==> config.mk <==
export PLATFORM = sky130hd
export DESIGN_NAME = psum_accumulator
export DESIGN_NICKNAME = d
export VERILOG_FILES = /design/src/rtl/tpu_pkg.sv /design/src/rtl/psum_accumulator_term_counter.sv /design/src/rtl/psum_accumulator.sv
export SDC_FILE = /design/constraint.sdc
export NUM_CORES = 1
export LEC_CHECK = 0
export ABC_AREA = 1
export CORE_MARGIN = 3
export CORE_UTILIZATION = 56
export CTS_CLUSTER_SIZE = 14
export DETAILED_ROUTE_END_ITERATION = 7
export GPL_TIMING_DRIVEN = 0
export PLACE_DENSITY = 0.87
export SYNTH_ARGS = -nofsm -noshare
export SYNTH_HDL_FRONTEND = slang
export SYNTH_SLANG_ARGS = --single-unit
==> constraint.sdc <==
create_clock -name clk -period 2.3 [get_ports clk]
set_input_delay 0.345 -clock clk [delete_from_list [all_inputs] [get_ports clk]]
set_output_delay 0.345 -clock clk [all_outputs]
set_load 0.02 [all_outputs]
==> src/rtl/tpu_pkg.sv <==
// Shared TPU datapath types and default widths.
// Used by the 4-bit adder and the partial-sum accumulator.
package tpu_pkg;

  localparam int ADD_SUM_W    = 5;
  localparam int PSUM_ACC_W   = 12;
  localparam int PSUM_ACC_LEN = 4;

  typedef enum logic [1:0] {
    IDLE,
    ACCUM,
    HOLD
  } psum_state_t;

endpackage

==> src/rtl/psum_accumulator_term_counter.sv <==
// Term counter for psum_accumulator: load-1, increment, clear.
// last flags that the next accepted term completes the group.
module psum_term_counter
  import tpu_pkg::*;
#(
  parameter int ACC_LEN = PSUM_ACC_LEN,
  parameter int CW      = $clog2(ACC_LEN + 1)
) (
  input  logic          clk,
  input  logic          rst,
  input  logic          clear,
  input  logic          load,
  input  logic          inc,
  output logic [CW-1:0] cnt,
  output logic          last
);

  assign last = (int'(cnt) + 1) == ACC_LEN;

  always_ff @(posedge clk or posedge rst) begin
    if (rst) begin
      cnt <= '0;
    end else if (clear) begin
      cnt <= '0;
    end else if (load) begin
      cnt <= CW'(1);
    end else if (inc) begin
      cnt <= cnt + 1'b1;
    end
  end

endmodule

==> src/rtl/psum_accumulator.sv <==
// Partial-sum accumulator: sums ACC_LEN adder results per group.
// Define PSUM_ACC_SATURATE_EN to clamp on overflow instead of wrapping.
module psum_accumulator
  import tpu_pkg::*;
#(
  parameter int IN_W    = ADD_SUM_W,
  parameter int ACC_W   = PSUM_ACC_W,
  parameter int ACC_LEN = PSUM_ACC_LEN
) (
  input  logic             clk,
  input  logic             rst,
  input  logic             flush,
  input  logic             in_valid,
  output logic             in_ready,
  input  logic [IN_W-1:0]  in_data,
  output logic             out_valid,
  input  logic             out_ready,
  output logic [ACC_W-1:0] out_data,
  output logic             out_overflow
);

  localparam int CW = $clog2(ACC_LEN + 1);

  psum_state_t      state;
  logic [ACC_W-1:0] acc;
  logic             ovf;
  logic [CW-1:0]    cnt;
  logic             last;
  logic             in_fire;
  logic             start;
  logic [ACC_W:0]   sum;
  logic             carry;
  logic [ACC_W-1:0] nxt_acc;
  logic [ACC_W-1:0] first;

  assign in_ready  = !rst && !flush
                   && (state != HOLD || out_ready);
  assign out_valid = (state == HOLD) && !flush;
  assign out_data     = acc;
  assign out_overflow = ovf;

  assign in_fire = in_valid && in_ready;
  // IDLE accept and HOLD pass-through both open a fresh group
  assign start   = in_fire && (state != ACCUM);
  assign first   = ACC_W'(in_data);
  assign sum     = {1'b0, acc} + (ACC_W + 1)'(in_data);
  assign carry   = sum[ACC_W];

`ifdef PSUM_ACC_SATURATE_EN
  assign nxt_acc = (carry || ovf) ? '1 : sum[ACC_W-1:0];
`else
  assign nxt_acc = sum[ACC_W-1:0];
`endif

  psum_term_counter #(
    .ACC_LEN (ACC_LEN),
    .CW      (CW)
  ) u_cnt (
    .clk   (clk),
    .rst   (rst),
    .clear (flush),
    .load  (start),
    .inc   (in_fire && state == ACCUM),
    .cnt   (cnt),
    .last  (last)
  );

  always_ff @(posedge clk or posedge rst) begin
    if (rst) begin
      state <= IDLE;
      acc   <= '0;
      ovf   <= 1'b0;
    end else if (flush) begin
      state <= IDLE;
      acc   <= '0;
      ovf   <= 1'b0;
    end else begin
      unique case (state)
        IDLE, HOLD: begin
          if (start) begin
            acc   <= first;
            ovf   <= 1'b0;
            state <= (ACC_LEN == 1) ? HOLD : ACCUM;
          end else if (state == HOLD && out_ready) begin
            state <= IDLE;
          end
        end
        ACCUM: begin
          if (in_fire) begin
            acc <= nxt_acc;
            ovf <= ovf | carry;
            if (last) state <= HOLD;
          end
        end
        default: state <= IDLE;
      endcase
    end
  end

endmodule

==> results of run 1 <==
[registers in the layout, indices dropped and copies added (netlist names)]
name,cells
u_cnt.cnt,3
out_data,12
out_overflow,1
state,2
[critical path, cell delays in order]
cell             delay (ps)
clkdlybuf4s50_1         460
inv_1                    60
nand3_1                 150
nand2_1                  70
inv_1                    50
clkdlybuf4s50_1         590
[path summary, 6_finish.rpt]
kind	start	end	slack (ps)	depth (start not counted)
min in group clk	out_data[0]	out_data[0]	520	2
max reg2reg	out_data[0]	out_data[10]	470	10
max	out_ready	in_ready	240	6
max in group asynchronous	rst	out_data[2]	1380	2
min reg2reg	out_data[0]	out_data[0]	520	2
min	rst	state[0]	490	2
[kinds of logic (layout without fill, tap and decap cells)]
family,count (synthesis),after routing,synth area share [%]
mux,2,2,1.47
simple gates,102,102,36.9
fa+ha+maj,8,8,7.91
flops,18,18,33.1
xor+xnor,3,3,1.93
buf+inv,34,62,10.4
compound gates,15,15,8.28
[layout make-up]
type	instances	share of cell area (%)
clock buffers	4	2.17
repair buffers	24	14.5
well taps	28	2.09
multi-input cells	130	45.9
inverters	34	8.45
flip-flops and latches	18	26.9
[layout by cell type (no fill, tap or decap), types with 2 or more instances in the layout]
cell type         n
o21ai_0           5
dfrtp_1          18
clkbuf_4          3
nand4_1           6
inv_2             3
mux2i_1           2
nand2_1          45
ha_1              7
nand3_1          11
nand2_4           2
xnor2_1           2
o21ai_2           2
inv_1            30
a21oi_1           2
clkdlybuf4s50_1  23
nor3_1            4
nor2_2            2
nand3_2           2
nor2_1           23
[layer usage]
layer / share of wire (%) / vias to the layer above
met5: 0 / -
met4: 1.6 / 0
met3: 3.6 / 7
met2: 51 / 40
met1: 44 / 600
li1: - / 635
[per-stage QoR]
| stage | util (%) | power, uW |
|---|---|---|
| 5_1_grt | 74.3 | 799 |
| 4_1_cts | 74.1 | 754 |
| 3_3_place_gp | 72.5 | 552 |
| 2_1_floorplan | - | 487 |
| 3_5_place_dp | 72.5 | 559 |
| 6_report | 74.3 | 750 |
[power groups by stage]
stage / registers (uW) / logic [uW] / clock network, uW
3_3_place_gp: 349 / 203 / 0
4_1_cts: 344 / 211 / 199
2_1_floorplan: 361 / 126 / 0
3_5_place_dp: 350 / 209 / 0
6_report: 344 / 210 / 195
5_1_grt: 347 / 234 / 217
==> impl_metrics.yaml, run 1 <==
sta:
  worst_pin_slew_ps: 667
  drv_slew: 0
  hold_viol: 0
  rsz0062_at_grt: "false"
  final.period_utilization_pct: 89.8
  clock_skew_ps: 2.17
  fin_tns_setup_ps: 0
  period_needed_ps: 2060
  relSlewSlack_pct: 55.5
  worst_slack_ps: 235
  clock.fmax_mhz: 484
  holdWs_ps: 491
  setup_viol_count_final: 0
cts:
  insertion_delay_ps: 290
  cts.clk_slew.worst_paths_ps: 100
  cts_max_path_buffers: 2
  holdBufCountCts: 0
  clockRootBuffer: "clkbuf_4"
  postCtsSetupRepairBufs: 0
  cts_resized: 0
  cts_tree: "done"
  cts_buffers: 3
  htreeDepth: 1
  cts_num_sinks: 18
logic_synthesis:
  yosysSeqAreaShare_pct: 33.1
  yosys-top-cells-count: "45 x nand2_1, 30 x inv_1, 23 x nor2_1, 18 x dfrtp_1, 11 x nand3_1"
  synth_edf_count: 0
  yosysMostFrequentCell: "nand2_1"
  synth_seq_cells: 18
  synth_area_leaders: "dfrtp_1 33%, nand2_1 12%, inv_1 8.3%"
  synth_top_area_share_pct: 33.1
  synth_ff_type: "dfrtp_1"
  yosysTopAreaCell: "dfrtp_1"
  yosysWarningCount: 0
  synth_area_sq_um: 1360
  syn_inst: 182
  synth.distinct_cells: 33
  syn_nets: 200
  async_reset_ff_share_pct: 100
  syn_area_per_cell_sq_um: 7.47
pwr:
  leakagePower_uw: 0.000828
  power_frac_clock_pct: 26.1
  p_seq_share_pct: 45.9
  p_comb_share_pct: 28.1
  internal_power_uw: 515
  peakVddDrop_mv: 0.451
  p_per_area_nw_per_um2: 448
  sw_frac_of_total_pct: 31.3
  p_sw_uw: 235
grt:
  use_met3_pct: 3.27
  antenna_found_initial: 0
  grt_pass1_vias: 1316
  use_met1_pct: 26.5
  grt_pass1_wl_microns: 5580
  met2_usage_pct: 40.0
  grt_max_degree: 19
  grt_overflow: 0
  grt_usage_pct: 22.2
  grt.busiest_layer: "met2"
routing:
  num_vias: 1282
  via_per_inst: 5.39
  ant_nets: 0
  wl_microns: 3050
  wl_per_cell_microns: 12.8
  drc: 0
  drt_iter0_markers: 31
  drtPass1Iterations: 5
job:
  cap_violations: 0
cells_and_area:
  nFillCells: 172
  finalNetCount: 229
  multi_input_area_sq_um: 768
  layout-drive-gt1-share_pct: 11.4
  layout.area.seq_sq_um: 450
  n_antenna_cell: 0
  fin_area_sq_um: 1670
  final_cells: 238
  syn_to_final_growth_pct: 23.1
critical_path:
  crit_required_ps: 1960
  crit_type: "in -> out"
  path_max_fanout: 2
  cp.arrival_ps: 1720
  endpoint_kind: "output port"
  startpoint_type: "input port"
die:
  initial_core_util_pct: 60.3
  dieArea_sq_um: 3060
  coreArea_sq_um: 2250
  die_h_microns: 55.3
  die_w_microns: 55.3
  io_pins: 25
  fp-row-count: 17
min_path:
  worstHoldPathType: "in -> async"
status:
  status: "finished clean"
place:
  portBuffers: 24
  placed_cells: 234
  post_dp_cell_area_sq_um: 1640
  gp_congestion: 0.881
  dpl.hpwl_microns: 2430
  place_ws_ps: 10.8
(Power assumes the default switching activity.)
==> inputs of run 2 (changes only) <==
--- a/config.mk
+++ b/config.mk
@@ -6,7 +6,7 @@
 export NUM_CORES = 1
 export LEC_CHECK = 0
 export ABC_AREA = 1
-export CORE_MARGIN = 3
+export CORE_MARGIN = 1.5
 export CORE_UTILIZATION = 56
 export CTS_CLUSTER_SIZE = 14
 export DETAILED_ROUTE_END_ITERATION = 7
==> run 2 against run 1 <==
Against the previous run: die area is 11% lower; global-route usage is 2.6 points higher; clock power hardly changed; first-iteration DRC count is 39% lower; clock-buffer cell count stayed put; core utilization stayed put; fmax is 0.15% lower; sequential share of layout area stayed put; worst hold slack better by 5.3 ps; routed wire length is 0.39% higher; sequential cell count stayed put; critical endpoint unchanged.
==> impl_metrics.yaml, run 2 (synthesized netlist as in run 1, its figures left out) <==
cts:
  htreeDepth: 1
  cts.clk_slew.worst_paths_ps: 110
  cts_num_sinks: 18
  cts_buffers: 3
  postCtsSetupRepairBufs: 0
  cts_tree: "done"
  cts_max_path_buffers: 2
  clockRootBuffer: "clkbuf_4"
  insertion_delay_ps: 300
routing:
  num_vias: 1262
  drtPass1Iterations: 4
  drc: 0
  via_per_inst: 5.30
  wl_microns: 3060
  drt_iter0_markers: 19
  ant_nets: 0
  wl_per_cell_microns: 12.9
cells_and_area:
  nFillCells: 182
  final_cell_mix: "45 x nand2_1, 30 x inv_1, 23 x nor2_1, 23 x clkdlybuf4s50_1, 18 x dfrtp_1"
  finalNetCount: 229
  layout_commonest_cell: "nand2_1"
  layout-drive-gt1-share_pct: 11.4
  multi_input_area_sq_um: 768
  largest_reg_flops: 12
  syn_to_final_growth_pct: 23.1
  n_antenna_cell: 0
  fin_area_sq_um: 1670
  layout.area.seq_sq_um: 450
critical_path:
  endpoint_kind: "output port"
  crit_type: "in -> out"
  cp.arrival_ps: 1720
  crit_required_ps: 1960
  path_max_fanout: 2
  startpoint_type: "input port"
  r2r_start: "out_data[0]"
  crit_start: "out_ready"
die:
  die_w_microns: 52.3
  coreArea_sq_um: 2250
  die_h_microns: 52.3
  io_pins: 25
  initial_core_util_pct: 60.3
  fp-row-count: 17
  dieArea_sq_um: 2730
place:
  post_dp_cell_area_sq_um: 1640
  place_ws_ps: 39.4
  gp_congestion: 0.863
  dpl.hpwl_microns: 2380
  portBuffers: 24
grt:
  grt_overflow: 0
  grt_max_degree: 19
  antenna_found_initial: 0
  grt_pass1_vias: 1240
  grt_pass1_wl_microns: 5060
  grt_usage_pct: 24.8
sta:
  setup_viol_count_final: 0
  period_needed_ps: 2070
  rsz0062_at_grt: "false"
  final.period_utilization_pct: 89.9
  hold_viol: 0
  holdWs_ps: 496
  worst_slack_ps: 232
  clock_skew_ps: 7.13
  clock.fmax_mhz: 484
  relSlewSlack_pct: 53.7
  fin_tns_setup_ps: 0
  worst_pin_slew_ps: 694
  drv_slew: 0
pwr:
  leakagePower_uw: 0.000828
  peakVddDrop_mv: 0.474
  p_per_area_nw_per_um2: 452
job:
  cap_violations: 0
status:
  status: "finished clean"
min_path:
  worstHoldPathType: "in -> async"
[run 2: area by class of cell]
cell class	count	share of cell area [%]
timing repair buffer	24	14.5
clock buffer	4	2.17
sequential	18	26.9
multi-input combinational	130	45.9
inverter	34	8.45
tap	28	2.09
[run 2: what timing repair did]
| item | CTS | global route |
|---|---|---|
| hold buffers | 0 | 0 |
| gates resized for setup | 0 | 1 |
| endpoints found under the setup margin | 0 | 1 |
| hold endpoints to repair | 0 | 0 |
[run 2: final timing paths]
path	to	slack (ps)	cells past startpoint
worst max-delay path	in_ready	230	6
worst min-delay path	state[1]	500	2
worst max register to register	out_data[8]	460	10
worst min register to register	out_data[4]	530	2
max in group asynchronous	out_data[8]	1360	2
min in group clk	out_data[4]	530	2
[run 2: per-layer routing]
metal  vias to the layer above  GRT usage, %  routed length (microns)
li1                        641             -                        -
met1                       574          29.3                     1350
met2                        37          43.5                     1530
met3                        10          4.86                      111
met4                         0          10.3                       67
met5                         -             0                        0
[run 2: worst max-delay path, stage by stage]
cell and delay (ps):
clkdlybuf4s50_1 460, inv_1 50, nand3_1 150, nand2_1 80, inv_1 50, clkdlybuf4s50_1 590
[run 2: where the power goes]
part | switching, uW | total, uW | internal (uW)
Clock | 101 | 198 | 96.6
Sequential | 13.9 | 344 | 330
Combinational | 125 | 214 | 89.4
Total | 240 | 756 | 516
[run 2: stage by stage]
stage / cells / power, uW / utilization, %
after global routing: 238 / 797 / 74.3
after floorplan: 182 / 487 / -
after CTS: 238 / 759 / 74.1
after detailed placement: 234 / 561 / 72.5
after global placement: 234 / 551 / 72.5
final: 238 / 756 / 74.3
==> inputs of run 3 (changes only) <==
--- a/config.mk
+++ b/config.mk
@@ -12,6 +12,7 @@
 export DETAILED_ROUTE_END_ITERATION = 7
 export GPL_TIMING_DRIVEN = 0
 export PLACE_DENSITY = 0.87
+export SLEW_MARGIN = 20
 export SYNTH_ARGS = -nofsm -noshare
 export SYNTH_HDL_FRONTEND = slang
 export SYNTH_SLANG_ARGS = --single-unit
==> results of run 3 <==
Final layout, timing and power as in run 2 (identical DEF).
